--- src/rtl/risc_pkg.sv ---
// Shared decode definitions: opcode constants, instruction field positions,
// decode-stage FSM encoding and the operand-class decoder.
package risc_pkg;

  localparam logic [2:0] OPC_MOV = 3'b110;
  localparam logic [2:0] OPC_ALU = 3'b101;
  localparam logic [2:0] OPC_LDR = 3'b011;
  localparam logic [2:0] OPC_STR = 3'b100;
  localparam logic [2:0] OPC_HLT = 3'b111;

  localparam int OPC_LSB = 13;
  localparam int OP_LSB  = 11;
  localparam int RN_LSB  = 8;
  localparam int RD_LSB  = 5;
  localparam int SH_LSB  = 3;
  localparam int RM_LSB  = 0;

  typedef enum logic [1:0] {IDLE, RD_A, RD_B, ISSUE} state_t;

  // ra/rb: register numbers for the first/second operand read
  typedef struct packed {
    logic [1:0] nreads;
    logic [2:0] ra;
    logic [2:0] rb;
    logic [2:0] wnum;
    logic       illegal;
  } dec_t;

  function automatic dec_t decode(input logic [15:0] ir);
    logic [2:0] opc, rn, rd, rm;
    logic [1:0] op;
    dec_t       d;
    opc = ir[OPC_LSB +: 3];
    op  = ir[OP_LSB +: 2];
    rn  = ir[RN_LSB +: 3];
    rd  = ir[RD_LSB +: 3];
    rm  = ir[RM_LSB +: 3];
    d   = '0;
    case (opc)
      OPC_MOV: begin
        if (op == 2'b10) d.wnum = rd;
        else if (op == 2'b00) begin d.nreads = 2'd1; d.ra = rm; d.wnum = rd; end
        else d.illegal = 1'b1;
      end
      OPC_ALU: begin
        d.wnum = rd;
        if (op == 2'b11) begin d.nreads = 2'd1; d.ra = rm; end
        else begin d.nreads = 2'd2; d.ra = rn; d.rb = rm; end
      end
      OPC_LDR: begin d.nreads = 2'd1; d.ra = rn; d.wnum = rd; end
      OPC_STR: begin d.nreads = 2'd2; d.ra = rn; d.rb = rd; end
      OPC_HLT: d.nreads = 2'd0;
      default: d.illegal = 1'b1;
    endcase
    return d;
  endfunction

endpackage

--- src/rtl/sign_ext.sv ---
// Combinational sign extension: the MSB of the input fills every upper bit.
module sign_ext #(
  parameter int IN_W  = 5,
  parameter int OUT_W = 16
) (
  input  logic [IN_W-1:0]  din,
  output logic [OUT_W-1:0] dout
);

  assign dout = {{(OUT_W-IN_W){din[IN_W-1]}}, din};

endmodule

--- src/rtl/decode_issue_stage.sv ---
// Handshaked decode stage: latches an instruction, sequences register-file
// reads for its source operands, then holds the decoded bundle until taken.
module decode_issue_stage
  import risc_pkg::*;
#(
  parameter int WORD_W = 16,
  parameter int NRD    = 1
) (
  input  logic              clk,
  input  logic              reset_n,
  input  logic [15:0]       instr_in,
  input  logic              in_valid,
  output logic              in_ready,
  output logic [2:0]        rf_readnum_a,
  output logic [2:0]        rf_readnum_b,
  input  logic [WORD_W-1:0] rf_data_a,
  input  logic [WORD_W-1:0] rf_data_b,
  output logic              out_valid,
  input  logic              out_ready,
  output logic [2:0]        opcode,
  output logic [1:0]        op,
  output logic [2:0]        writenum,
  output logic [1:0]        shift,
  output logic [WORD_W-1:0] sximm5,
  output logic [WORD_W-1:0] sximm8,
  output logic [WORD_W-1:0] opnd_a,
  output logic [WORD_W-1:0] opnd_b,
  output logic              illegal
);

  state_t      state, state_nxt;
  dec_t        in_dec, dq;
  logic [2:0]  opc_q;
  logic [1:0]  op_q, sh_q;
  logic [7:0]  imm8_q;
  logic        accept, dual;

  assign in_dec = decode(instr_in);
  assign accept = in_valid & in_ready;
  // With two ports a two-operand instruction needs only the RD_A cycle.
  assign dual   = (NRD == 2) && (dq.nreads == 2'd2);

  always_comb begin
    state_nxt    = state;
    rf_readnum_a = 3'd0;
    rf_readnum_b = 3'd0;
    case (state)
      IDLE:
        if (in_valid) state_nxt = (in_dec.nreads == 2'd0) ? ISSUE : RD_A;
      RD_A: begin
        rf_readnum_a = dq.ra;
        if (dual) rf_readnum_b = dq.rb;
        state_nxt = (dq.nreads == 2'd2 && !dual) ? RD_B : ISSUE;
      end
      RD_B: begin
        rf_readnum_a = dq.rb;
        state_nxt    = ISSUE;
      end
      ISSUE:
        if (out_ready) begin
          if (in_valid) state_nxt = (in_dec.nreads == 2'd0) ? ISSUE : RD_A;
          else          state_nxt = IDLE;
        end
      default: state_nxt = IDLE;
    endcase
  end

  assign in_ready  = (state == IDLE) || (state == ISSUE && out_ready);
  assign out_valid = (state == ISSUE);

  always_ff @(posedge clk or negedge reset_n) begin
    if (!reset_n) begin
      state  <= IDLE;
      dq     <= '0;
      opc_q  <= '0;
      op_q   <= '0;
      sh_q   <= '0;
      imm8_q <= '0;
      opnd_a <= '0;
      opnd_b <= '0;
    end else begin
      state <= state_nxt;
      if (accept) begin
        dq     <= in_dec;
        opc_q  <= instr_in[OPC_LSB +: 3];
        op_q   <= instr_in[OP_LSB +: 2];
        sh_q   <= instr_in[SH_LSB +: 2];
        imm8_q <= instr_in[7:0];
        opnd_a <= '0;
        opnd_b <= '0;
      end else begin
        if (state == RD_A) begin
          opnd_a <= rf_data_a;
          if (dual) opnd_b <= rf_data_b;
        end
        // single-port second read comes back on port A
        if (state == RD_B) opnd_b <= rf_data_a;
      end
    end
  end

  assign opcode   = opc_q;
  assign op       = op_q;
  assign shift    = sh_q;
  assign writenum = dq.wnum;
  assign illegal  = dq.illegal;

  sign_ext #(.IN_W(5), .OUT_W(WORD_W)) u_sx5 (.din(imm8_q[4:0]), .dout(sximm5));
  sign_ext #(.IN_W(8), .OUT_W(WORD_W)) u_sx8 (.din(imm8_q),      .dout(sximm8));

endmodule

--- config.mk ---
export PLATFORM = sky130hd
export DESIGN_NAME = decode_issue_stage
export DESIGN_NICKNAME = d
export VERILOG_FILES = /design/src/rtl/risc_pkg.sv /design/src/rtl/sign_ext.sv /design/src/rtl/decode_issue_stage.sv
export SDC_FILE = /design/constraint.sdc
export NUM_CORES = 1
export LEC_CHECK = 0
export ABC_CLOCK_PERIOD_IN_PS = 3000
export CAP_MARGIN = 20
export CORE_MARGIN = 2
export CORE_UTILIZATION = 25
export CTS_CLUSTER_SIZE = 24
export DETAILED_ROUTE_END_ITERATION = 7
export HOLD_SLACK_MARGIN = 0.02
export SLEW_MARGIN = 20
export SYNTH_ARGS = -nofsm -noshare
export SYNTH_HDL_FRONTEND = slang
export SYNTH_SLANG_ARGS = --single-unit
--- constraint.sdc ---
create_clock -name clk -period 3 [get_ports clk]
set_input_delay 0.45 -clock clk [delete_from_list [all_inputs] [get_ports clk]]
set_output_delay 0.45 -clock clk [all_outputs]
set_load 0.02 [all_outputs]
==> impl_metrics.py, run 1 <==
metrics = {
    "synth": {
        "seq_area_frac_synth_pct": 51.9,
        "async_flop_share_pct": 100,
        "mappedNetlistArea_sq_um": 2850,
        "synth_warnings": 0,
        "synth_common_cells": "dfrtp_1 (59), nand2_1 (56), nor2_1 (35)",
        "postSynthAreaPerCell_sq_um": 10.0,
        "netlist_top_cells_area": "dfrtp_1 (52%), mux2i_1 (11%), buf_4 (8.4%), nand2_1 (7.4%), nor2_1 (4.6%)",
        "synth_edf_count": 0,
        "synth_top_area_share_pct": 51.9,
        "netlist_instances": 284,
        "synth.most_common_cell": "dfrtp_1",
        "yosysUniqueCellTypes": 31,
        "synth_seq_cells": 59,
        "yosysTopAreaCell": "dfrtp_1",
        "synth_ff_type": "dfrtp_1",
    },
    "global_routing": {
        "grt.total_usage_pct": 12.1,
        "grt_max_degree": 39,
        "grt_pass1_wl_um": 11900,
        "gr-total-overflow": 0,
        "grt_pass1_vias": 2254,
        "antenna_found_initial": 0,
    },
    "place": {
        "io_buffers": 115,
        "dp_hpwl_um": 5390,
        "place.gp.congestion": 0.756,
    },
    "sta": {
        "setup_violations": 0,
        "period_needed_ns": 2.37,
        "finalSetupTns_ns": 0,
        "drv_slew": 0,
        "rsz0062_at_grt": "no",
        "slew_headroom_pct": 57.7,
        "worstMarginPinSlew_ns": 0.632,
        "finalClockSkew_ns": 0.00649,
        "fmax_mhz": 423,
        "fin_crit_sh_pct": 78.9,
        "final_hold_viol_count": 0,
    },
    "die": {
        "pin_count": 135,
        "die_w_um": 111,
        "num_rows": 38,
        "start_util_pct": 25.9,
        "dieArea_sq_um": 12300,
        "die_y_um": 111,
        "core_sq_um": 11000,
    },
    "cts": {
        "hold_buffers": 0,
        "clkTransAtPathRegs_ns": 0.05,
        "clk_latency_ns": 0.32,
        "htree_levels": 3,
        "clockBufferDepth": 2,
        "tritoncts": "built",
        "cts_root_buf": "clkbuf_16",
        "clkSinkCount": 59,
        "cts_buffers": 9,
        "cts_resized": 0,
        "cts_setup_buffers": 0,
    },
    "drt": {
        "wl_per_cell_um": 14.1,
        "drc": 0,
        "via_per_inst": 4.23,
        "ant_nets": 0,
        "firstDrtPassIters": 4,
        "vias": 2189,
        "wl_um": 7310,
        "drt_iter0_drc": 66,
    },
    "worst_setup_path": {
        "cp_cell_sequence": "inv_1 > ha_1 > a22oi_1 > nor2b_1 > clkdlybuf4s50_1",
        "cp-end-kind": "output pin",
        "worstPathRequired_ns": 2.55,
        "cpMaxStageDelayCell": "clkdlybuf4s50_1",
        "path_class": "reg -> out",
        "cp_max_fo": 4,
        "critPathMaxStageDelay_ns": 0.63,
        "cp.arrival_ns": 1.92,
        "cp-start-kind": "register",
    },
    "job": {
        "cap_violations": 0,
    },
    "power_and_ir_drop": {
        "power.leakage_nw": 1.90,
        "powerDensity_nw_per_um2": 1170,
        "irDropWorstVdd_mv": 0.386,
    },
    "finish": {
        "final_util_pct": 38.5,
        "nets": 430,
        "area_growth_syn_to_layout_pct": 48.6,
        "drive_gt1_share_pct": 7.43,
        "n_antenna_cell": 0,
    },
    "run_status": {
        "run_status": "finished, final reports clean",
    },
    "worst_hold_path": {
        "hold_class": "in -> async",
    },
}
[layout by cell type, fill, tap and decap left out, types with 3 or more instances in the layout]
cell,Yosys,layout
a21oi_1,6,6
a22oi_1,7,7
buf_4,32,5
clkbuf_16,0,9
clkdlybuf4s50_1,0,114
conb_1,1,3
dfrtp_1,59,59
ha_1,5,5
inv_1,4,4
mux2i_1,32,32
nand2_1,56,56
nor2_1,35,35
nor2b_1,6,6
o21ai_0,8,8
o21ai_1,3,3
[routing by layer]
metal / wire, um / share of wire, % / vias up / track usage (%)
met5: 0 / 0 / - / 0
met4: 74 / 1.0 / 0 / 4.25
met3: 240 / 3.3 / 5 / 3.23
met2: 3710 / 51 / 41 / 20.6
met1: 3290 / 45 / 1061 / 14.9
li1: - / - / 1082 / -
[where the power goes]
part | leakage (nW) | internal (mW) | total [mW] | switching, mW
logic | 0.989 | 1.19 | 2.54 | 1.35
registers | 0.754 | 1.14 | 1.37 | 0.224
clock network | 0.152 | 0.719 | 1.05 | 0.333
total | 1.90 | 3.05 | 4.95 | 1.90
[cell families after synthesis]
| kind of cell | share of synthesized area [%] |
|---|---|
| and+or+nand+nor | 16.0 |
| DFF | 51.9 |
| buffers and inverters | 10.8 |
| muxes | 12.0 |
| AOI/OAI and AO/OA | 6.95 |
| adders and majority gates | 2.20 |
| other | 0.132 |
[state kept, by name, indices dropped and copies added (netlist names)]
register	flops
writenum	3
shift	1
imm8_q	7
opnd_a	16
opnd_b	16
state	2
opcode	3
op	2
illegal	1
dq	8
[final timing paths]
check / cells past startpoint / endpoint / slack, ns / start
min in group clk: 2 / dq[10] / 0.47 / dq[10]
worst max-delay path: 5 / rf_readnum_a[1] / 0.63 / state[0]
max in group asynchronous: 2 / opnd_b[2] / 2.03 / reset_n
worst max register to register: 7 / dq[4] / 1.10 / state[0]
worst min register to register: 2 / dq[10] / 0.47 / dq[10]
worst min-delay path: 1 / opnd_b[13] / 0.09 / reset_n
[per-stage QoR]
step                std cells  hold WS [ns]  total power, mW  area, sq um  worst slack [ns]
floorplan                 286         0.154             2.96         2850             0.991
global placement          502         0.437             3.91         3920             0.756
detailed placement        502         0.443             3.95         3920             0.732
CTS                       517        0.0977             5.03         4230             0.593
global route              517         0.115             5.27         4230             0.458
finish                    517        0.0885             4.95         4230             0.634
[worst max-delay path: cells and delay by family (launching register included)]
family	cells	cell delay (ns)
AND/OR/NAND/NOR	1	0.13
buffers and inverters	2	0.74
AO/OA/AOI/OAI	1	0.11
flip-flops	1	0.40
adder cells (fa/ha/maj)	1	0.22
[cell type report]
cell class	instances	area (sq um)
Clock buffer	10	229
Clock inverter	5	78.8
Fill cell	1064	6750
Inverter	4	15.0
Multi-Input combinational cell	179	1070
Sequential cell	59	1480
Tap cell	140	175
Timing Repair Buffer	120	1180
No activity file was read; power rests on OpenSTA's default activity.
==> run 2, diff against run 1 <==
--- a/config.mk
+++ b/config.mk
@@ -5,7 +5,7 @@
 export SDC_FILE = /design/constraint.sdc
 export NUM_CORES = 1
 export LEC_CHECK = 0
-export ABC_CLOCK_PERIOD_IN_PS = 3000
+export ABC_CLOCK_PERIOD_IN_PS = 1900
 export CAP_MARGIN = 20
 export CORE_MARGIN = 2
 export CORE_UTILIZATION = 25
==> constraint.sdc (replaced) <==
create_clock -name clk -period 1.9 [get_ports clk]
set_input_delay 0.285 -clock clk [delete_from_list [all_inputs] [get_ports clk]]
set_output_delay 0.285 -clock clk [all_outputs]
set_load 0.02 [all_outputs]
==> run 2 against run 1 <==
Global-route usage is 0.36 points higher; final area increased by 3.0%; die area did not move; first-iteration DRC count rose by 52%; sequential share of layout area is 1.0 points lower; hold slack improved by 0.38 ns; critical path type unchanged; largest cell class unchanged; largest power group unchanged; highest routed layer unchanged.
==> impl_metrics.py, run 2 (same netlist as run 1, synthesis figures left out) <==
metrics = {
    "run_status": {
        "run_status": "finished, final reports clean",
    },
    "worst_setup_path": {
        "cp_max_fo": 4,
        "cp-start-kind": "register",
        "rrSetupSlack_ns": 0.24,
        "cp-end-kind": "output pin",
        "critPathMaxStageDelay_ns": 0.41,
        "worstPathRequired_ns": 1.62,
        "cp.arrival_ns": 1.57,
        "cp_cell_sequence": "inv_1 > ha_1 > a21o_1 > dlygate4sd2_1",
        "path_class": "reg -> out",
        "cpMaxStageDelayCell": "dfrtp_1",
    },
    "sta": {
        "final_hold_viol_count": 0,
        "finalClockSkew_ns": 0.00583,
        "rsz0062_at_grt": "no",
        "setup_violations": 0,
        "whs_ns": 0.464,
        "period_needed_ns": 1.85,
        "finalSetupTns_ns": 0,
        "drv_slew": 0,
        "fin_crit_sh_pct": 97.4,
        "fmax_mhz": 540,
    },
    "die": {
        "num_rows": 38,
        "start_util_pct": 25.9,
        "dieArea_sq_um": 12300,
        "die_y_um": 111,
        "pin_count": 135,
        "core_sq_um": 11000,
        "die_w_um": 111,
    },
    "finish": {
        "final.fill_count": 1077,
        "final_common_cell": "clkdlybuf4s50_1",
        "largestRegisters": "opnd_a x16, opnd_b x16, dq x8",
        "n_antenna_cell": 0,
        "final_util_pct": 39.7,
        "area_growth_syn_to_layout_pct": 53.1,
        "nets": 442,
        "final_cell_mix": "clkdlybuf4s50_1 (109), dfrtp_1 (58), nand2_1 (56)",
        "drive_gt1_share_pct": 11.8,
    },
    "global_routing": {
        "grt.total_usage_pct": 12.5,
        "grt_pass1_vias": 2271,
        "gr-total-overflow": 0,
        "grt_max_degree": 60,
        "grt_pass1_wl_um": 12200,
        "antenna_found_initial": 0,
    },
    "drt": {
        "ant_nets": 0,
        "drc": 0,
        "wl_um": 7580,
        "drt_iter0_drc": 100,
        "via_per_inst": 4.28,
        "firstDrtPassIters": 4,
        "vias": 2270,
        "wl_per_cell_um": 14.3,
    },
    "power_and_ir_drop": {
        "irDropWorstVdd_mv": 0.561,
        "power.leakage_nw": 1.98,
        "powerDensity_nw_per_um2": 1860,
    },
    "cts": {
        "clkSinkCount": 59,
        "cts_root_buf": "clkbuf_16",
        "tritoncts": "built",
        "clk_latency_ns": 0.32,
        "clockBufferDepth": 2,
        "htree_levels": 3,
        "cts_buffers": 9,
        "clkTransAtPathRegs_ns": 0.05,
    },
    "place": {
        "place.gp.congestion": 0.743,
        "dp_hpwl_um": 5500,
        "io_buffers": 115,
    },
    "job": {
        "cap_violations": 0,
    },
    "worst_hold_path": {
        "hold_class": "reg -> reg",
    },
}
-- run 2: cell types whose count changed in the layout (fill, tap and decap cells not counted), sizes merged --
cell and delta:
bufinv +1, dlygate4sd3 +1, buf +14, clkbuf +1, clkinv -1, clkdlybuf4s50 -5
dlygate4sd2 +2
-- run 2: report_power, final --
group	leakage [nW]	switching, mW	total, mW	internal, mW
Combinational	1.06	2.16	4.09	1.93
Sequential	0.753	0.357	2.16	1.81
Clock	0.169	0.539	1.85	1.31
Total	1.98	3.06	8.10	5.04
-- run 2: critical path, delay by kind of cell, from the launching register on --
family,cells,cell delay [ns]
flip-flops,1,0.41
adder cells (fa/ha/maj),1,0.22
buffers and inverters,2,0.43
AO/OA/AOI/OAI,1,0.19
-- run 2: layer usage --
| metal | track usage, % | share of wire, % | vias up |
|---|---|---|---|
| met4 | 4.25 | 1.3 | 0 |
| met2 | 20.8 | 50 | 48 |
| met3 | 2.84 | 3.3 | 7 |
| met5 | 0 | 0 | - |
| met1 | 16.0 | 45 | 1111 |
| li1 | - | - | 1104 |
-- run 2: path summary, 6_finish.rpt --
| check | start | end | cells after the start |
|---|---|---|---|
| worst min register to register | dq[10] | dq[10] | 2 |
| min in group asynchronous | reset_n | opnd_b[8] | 3 |
| worst min-delay path | dq[10] | dq[10] | 2 |
| max in group asynchronous | reset_n | imm8_q[4] | 3 |
| worst max register to register | state[0] | dq[4] | 7 |
| worst max-delay path | state[0] | in_ready | 4 |
-- run 2: what timing repair did --
action	CTS	global route
gates resized for setup	11	6
endpoints found under the setup margin	5	17
buffers inserted	0	1
hold buffers	1	0
hold endpoints to repair	59	0
-- run 2: layout make-up --
class | instances | area [sq um] | area share [%]
timing repair buffer | 132 | 1270 | 29.2
clock inverter | 5 | 100 | 2.30
multi-input combinational | 179 | 1080 | 24.7
sequential | 59 | 1480 | 33.9
clock buffer | 11 | 243 | 5.57
tap | 140 | 175 | 4.02
inverter | 4 | 15.0 | 0.344
-- run 2: stage by stage --
stage	area (sq um)	total power, mW	setup slack (ns)	instances
floorplan	2850	4.67	0.0560	286
global placement	4010	6.25	0.0384	512
detailed placement	4010	6.33	0.0119	512
CTS	4360	8.20	0.0181	529
global route	4360	8.58	0.00370	530
finish	4360	8.10	0.0491	530
==> run 3, diff against run 2 <==
--- a/config.mk
+++ b/config.mk
@@ -9,7 +9,6 @@
 export CAP_MARGIN = 20
 export CORE_MARGIN = 2
 export CORE_UTILIZATION = 25
-export CTS_CLUSTER_SIZE = 24
 export DETAILED_ROUTE_END_ITERATION = 7
 export HOLD_SLACK_MARGIN = 0.02
 export SLEW_MARGIN = 20
==> results of run 3 <==
Final layout, timing and power as in run 2 (identical DEF).
